## config.mk

```make
export PLATFORM = sky130hd
export DESIGN_NAME = mem_region_decoder
export DESIGN_NICKNAME = d
export VERILOG_FILES = /design/src/rtl/mem_region_decoder.sv
export SDC_FILE = /design/constraint.sdc
export NUM_CORES = 1
export LEC_CHECK = 0
export ABC_AREA = 1
export BUFFER_PORTS_ARGS = -buffer_cell sky130_fd_sc_hd__buf_2
export CELL_PAD_IN_SITES_DETAIL_PLACEMENT = 0
export CELL_PAD_IN_SITES_GLOBAL_PLACEMENT = 1
export CORE_ASPECT_RATIO = 1.75
export CORE_MARGIN = 8
export CORE_UTILIZATION = 25
export CTS_CLUSTER_DIAMETER = 150
export DETAILED_ROUTE_END_ITERATION = 6
export PLACE_DENSITY_LB_ADDON = 0.1
export SLEW_MARGIN = 20
export SYNTH_ARGS = -nofsm -noshare
export SYNTH_HDL_FRONTEND = slang
export SYNTH_SLANG_ARGS = --single-unit
```

## constraint.sdc

```tcl
create_clock -name clk -period 7.36 [get_ports clk]
set_input_delay 2.208 -clock clk [delete_from_list [all_inputs] [get_ports clk]]
set_output_delay 2.208 -clock clk [all_outputs]
set_load 0.02 [all_outputs]
```

## src/rtl/mem_region_decoder.sv

```systemverilog
// Registered virtual-to-physical region decoder with sticky fault capture.
// Optional misalignment checking is compiled in with `define ALIGN_CHECK_EN.
module mem_region_decoder #(
    parameter int unsigned NREG    = 4,
    parameter int unsigned PADDR_W = 13,
    parameter logic [NREG*32-1:0] BASE =
        {32'hFFFF0000, 32'h0000B800, 32'h7FFFEFFC, 32'h10010000},
    parameter logic [NREG*32-1:0] LIMIT =
        {32'hFFFF000C, 32'h0000CACF, 32'h7FFFFFFB, 32'h10010FFF},
    parameter logic [NREG*PADDR_W-1:0] PBASE = {13'd0, 13'd0, 13'd4096, 13'd0},
    localparam int unsigned BW = (NREG > 1) ? $clog2(NREG) : 1
) (
    input  logic               clk,
    input  logic               rst,
    input  logic               req_valid,
    input  logic               req_write,
    input  logic [31:0]        req_addr,
    input  logic [1:0]         req_size,
    input  logic               fault_clr,
    output logic               dec_valid,
    output logic               dec_write,
    output logic [PADDR_W-1:0] dec_paddr,
    output logic [NREG-1:0]    dec_enable,
    output logic [BW-1:0]      dec_bank,
    output logic               dec_fault,
    output logic               fault_sticky,
    output logic [31:0]        fault_addr,
    output logic [1:0]         fault_cause,
    output logic [7:0]         fault_count
);

    logic               hit;
    logic [BW-1:0]      hitIdx;
    logic [PADDR_W-1:0] hitPaddr;
    logic [NREG-1:0]    hitOneHot;
    logic [31:0]        offset;
    logic               misalign;
    logic               fault;
    logic [1:0]         faultCause;

    logic               stickyD;
    logic [31:0]        faultAddrD;
    logic [1:0]         faultCauseD;
    logic [7:0]         faultCountD;

    // Scan from the top down so the lowest matching index is the one left standing.
    always_comb begin
        hit       = 1'b0;
        hitIdx    = '0;
        hitPaddr  = '0;
        hitOneHot = '0;
        offset    = '0;
        for (int i = NREG - 1; i >= 0; i--) begin
            if (req_addr >= BASE[i*32 +: 32] && req_addr <= LIMIT[i*32 +: 32]) begin
                hit          = 1'b1;
                hitIdx       = BW'(i);
                offset       = req_addr - BASE[i*32 +: 32];
                hitPaddr     = offset[PADDR_W-1:0] + PBASE[i*PADDR_W +: PADDR_W];
                hitOneHot    = '0;
                hitOneHot[i] = 1'b1;
            end
        end
    end

`ifdef ALIGN_CHECK_EN
    always_comb begin
        misalign = 1'b0;
        if (req_size == 2'b01) begin
            misalign = req_addr[0];
        end else if (req_size[1]) begin
            misalign = (req_addr[1:0] != 2'b00);
        end
    end
`else
    logic unusedSize;
    assign unusedSize = ^req_size;
    assign misalign   = 1'b0;
`endif

    assign fault      = req_valid && (misalign || !hit);
    assign faultCause = misalign ? 2'b10 : 2'b01;

    // A coincident clear is applied first so the new fault becomes the first one.
    always_comb begin
        stickyD     = fault_clr ? 1'b0  : fault_sticky;
        faultAddrD  = fault_clr ? 32'd0 : fault_addr;
        faultCauseD = fault_clr ? 2'b00 : fault_cause;
        faultCountD = fault_clr ? 8'd0  : fault_count;
        if (fault) begin
            if (!stickyD) begin
                faultAddrD  = req_addr;
                faultCauseD = faultCause;
            end
            stickyD = 1'b1;
            if (faultCountD != 8'hFF) begin
                faultCountD = faultCountD + 8'd1;
            end
        end
    end

    always_ff @(posedge clk or posedge rst) begin
        if (rst) begin
            dec_valid  <= 1'b0;
            dec_write  <= 1'b0;
            dec_paddr  <= '0;
            dec_enable <= '0;
            dec_bank   <= '0;
            dec_fault  <= 1'b0;
        end else begin
            dec_valid  <= req_valid;
            dec_write  <= req_write;
            dec_fault  <= fault;
            dec_enable <= (req_valid && !fault) ? hitOneHot : '0;
            // Idle cycles keep the last paddr/bank visible.
            if (req_valid) begin
                dec_paddr <= fault ? '0 : hitPaddr;
                dec_bank  <= fault ? '0 : hitIdx;
            end
        end
    end

    always_ff @(posedge clk or posedge rst) begin
        if (rst) begin
            fault_sticky <= 1'b0;
            fault_addr   <= '0;
            fault_cause  <= 2'b00;
            fault_count  <= '0;
        end else begin
            fault_sticky <= stickyD;
            fault_addr   <= faultAddrD;
            fault_cause  <= faultCauseD;
            fault_count  <= faultCountD;
        end
    end

endmodule

```

==> results.json <==
{
  "synth_most_common_cell": "nand2_1",
  "synth_ff_type": "dfrtp_1",
  "p_seq_frac": 0.383,
  "portBuffers": 101,
  "cts_setup_buffers": 0,
  "fmax_mhz": 232,
  "clock_tree.root_cell": "clkbuf_16",
  "report.final.slew_viol_count": 0,
  "arrival_ns": 4.53,
  "overflow": 0,
  "grt_max_degree": 66,
  "period_minus_slack_ns": 4.31,
  "die_w_um": 114,
  "wl_per_cell_um": 16.6,
  "drt-total-wl_um": 15400,
  "min_path_cells": 2,
  "place_hpwl_um": 12000,
  "setup_tns_ns": 0,
  "synthTopCellsByArea": "dfrtp_1 (39%), nand2_1 (19%), nand3_1 (8.4%), nor2_1 (7.0%), o21ai_2 (5.8%)",
  "rr_startpoint": "fault_count[0]",
  "critPathKind": "in2reg",
  "fp-row-count": 63,
  "slowest_stage": "nor2_4",
  "numCtsBuffers": 9,
  "grt_setup_unrepaired": "no",
  "antenna_cells": 0,
  "yosysUniqueCellTypes": 33,
  "intPower_w": 0.000719,
  "num_io_pins": 104,
  "synth_async_sr_flop_share": 1.00,
  "fin_nets": 740,
  "ant_nets": 0,
  "initial_core_util": 0.252,
  "clk_path_buf_depth": 2,
  "cp_max_fo": 18,
  "outcome": "finished, final reports clean",
  "rr_worst_depth": 9,
  "critical_path.n_buffers_inverters": 2,
  "cts_hold_buffers": 0,
  "netlist_area_um2": 4210,
  "grt_use_total": 0.152,
  "clk_pin_slew_ns": 0.06,
  "viasPerCell": 4.44,
  "synth_top_area_share": 0.386,
  "cp_common_cell": "nand4_4",
  "regArea_um2": 1630,
  "cp_cell_sequence": "buf_2, ha_1, nand3_1, nor2_1, nand4_2, nand4_4, nand4_4, nor2_4, buf_16, o21ai_1",
  "place_congestion": 0.847,
  "die_h_um": 188,
  "antenna_found_initial": 0,
  "tightestPinTransition_ns": 0.867,
  "drc": 0,
  "cts_tree": "yes",
  "slew_headroom": 0.422,
  "ys_seq_elements": 65,
  "die_area_um2": 21400,
  "drt_iter0_drc": 160,
  "power_w": 0.00102,
  "drtPass1Iterations": 4,
  "core-area_um2": 16700,
  "finClkSkew_ns": 0.00404,
  "power.density_nw_per_um2": 195,
  "r2r-end": "fault_count[0]",
  "slowest_delay_ns": 0.56,
  "num_vias": 4109,
  "hold_viol": 0,
  "p_switching_w": 0.000300,
  "yosysSeqAreaShare": 0.386,
  "netlist_instances": 599,
  "reg2reg_slack_ns": 5.22,
  "critPathRequiredTime_ns": 7.58,
  "period_share": 0.586,
  "whs_endpoint": "dec_paddr[4]",
  "min_from": "dec_paddr[4]",
  "synth_top_cells_by_count": "nand2_1 (208), nor2_1 (79), nand3_1 (71)",
  "swShare": 0.294,
  "leakage_nw": 2.69,
  "drive_above_1_share": 0.245,
  "syn_avg_cell_area_um2": 7.03,
  "pwr-share-comb": 0.179,
  "critPathLaunchType": "primary input",
  "synth.net_count": 643,
  "grt_pass1_wl_um": 25100,
  "cts_resized": 0,
  "area_growth_syn_to_layout_pct": 23.9,
  "cts.htree.levels": 3,
  "synth_edf_count": 0,
  "multi_input_area_um2": 2240,
  "cp-end-kind": "flop",
  "clock_latency_ns": 0.33,
  "yosys_warnings": 0,
  "cp_top_family": "simple AND/OR/NAND/NOR gates",
  "clkSinkCount": 65,
  "grt_pass1_vias": 4354,
  "fillers": 1904,
  "ir_drop_mv": 0.108,
  "yosysTopAreaCell": "dfrtp_1",
  "clkPwrFrac": 0.438,
  "min_path_type": "reg2reg",
  "finalSetupViolations": 0,
  "maxCapViolCount": 0
}
==> layout make-up <==
type                            instances  share of cell area
Clock buffer                           12              0.0511
Clock inverter                          2             0.00720
Inverter                               54              0.0393
Multi-Input combinational cell        461               0.430
Sequential cell                        65               0.312
Tap cell                              227              0.0544
Timing Repair Buffer                  105               0.107
==> registers in the layout (all words and copies together), names as in the netlist <==
signal / count
fault_addr: 32
dec_paddr: 13
fault_count: 8
dec_enable: 4
dec_bank: 2
fault_cause: 2
dec_fault: 1
dec_valid: 1
dec_write: 1
fault_sticky: 1
==> per-layer routing <==
metal | track usage | share of wire | up-vias | wire length (um)
met4 | 0.0469 | 0.016 | 0 | 249
met1 | 0.166 | 0.39 | 1904 | 6060
met5 | 0 | 0 | - | 0
met3 | 0.0306 | 0.038 | 15 | 582
li1 | - | - | 2108 | -
met2 | 0.283 | 0.55 | 82 | 8470
==> worst reg2reg max path, cell delays in order, from the launching register on <==
cell and delay [ns]:
dfrtp_1 0.35, inv_1 0.06, nor2_1 0.19, ha_1 0.26, nand3_1 0.12, nor3_1 0.25, nand3_1 0.40, xor2_1 0.27
nand2_1 0.09, nand2_1 0.05
==> power groups by stage <==
stage	Combinational, W	Clock [W]	Sequential (W)
after global placement	0.000185	0	0.000396
after floorplan	0.0000877	0	0.000423
after global routing	0.000204	0.000475	0.000393
final	0.000183	0.000446	0.000390
after CTS	0.000186	0.000461	0.000391
after detailed placement	0.000186	0	0.000397
==> placed cells by master (no fill, tap or decap), types with 4 or more instances in the layout <==
| master | synthesis | layout |
|---|---|---|
| clkbuf_16 | 0 | 9 |
| nor2_2 | 6 | 6 |
| nor3_1 | 5 | 5 |
| nand2_1 | 208 | 208 |
| buf_2 | 3 | 101 |
| nand3_1 | 71 | 71 |
| xor2_1 | 4 | 4 |
| o21ai_0 | 14 | 14 |
| o21ai_2 | 28 | 28 |
| inv_1 | 52 | 51 |
| nor2_1 | 79 | 79 |
| or2_2 | 4 | 4 |
| o21bai_1 | 6 | 6 |
| nand4_1 | 10 | 10 |
| dfrtp_1 | 65 | 65 |
| o21ai_1 | 4 | 4 |
| ha_1 | 5 | 5 |
==> worst max-delay path by stage <==
stage                start              to  slack [ns]  depth (start not counted)
2_1_floorplan          rst     dec_bank[0]        3.53                          1
3_3_place_gp   req_addr[3]   fault_addr[0]        2.34                          9
3_5_place_dp   req_addr[3]   fault_addr[1]        2.32                          9
4_1_cts        req_addr[3]   fault_addr[0]        2.65                          9
5_1_grt        req_addr[3]  fault_addr[22]        2.85                         10
6_report       req_addr[3]  fault_addr[24]        3.05                         10
==> per-stage QoR <==
step	setup WS [ns]	hold slack, ns	util	cell area [um^2]	std cells
after floorplan	3.53	0.590	-	4210	599
after global placement	2.34	0.459	0.292	4880	911
after detailed placement	2.32	0.465	0.292	4880	911
after CTS	2.65	0.479	0.310	5190	925
after global routing	2.85	0.509	0.312	5220	926
final	3.05	0.473	0.312	5220	926
==> logic make-up after synthesis <==
| logic type | Yosys count | share of synthesized area |
|---|---|---|
| simple gates | 396 | 0.412 |
| flops | 65 | 0.386 |
| buf+inv | 73 | 0.0817 |
| fa+ha+maj | 5 | 0.0149 |
| compound gates | 55 | 0.0951 |
| xor+xnor | 5 | 0.0104 |
Power figures use the tool's default switching activity.
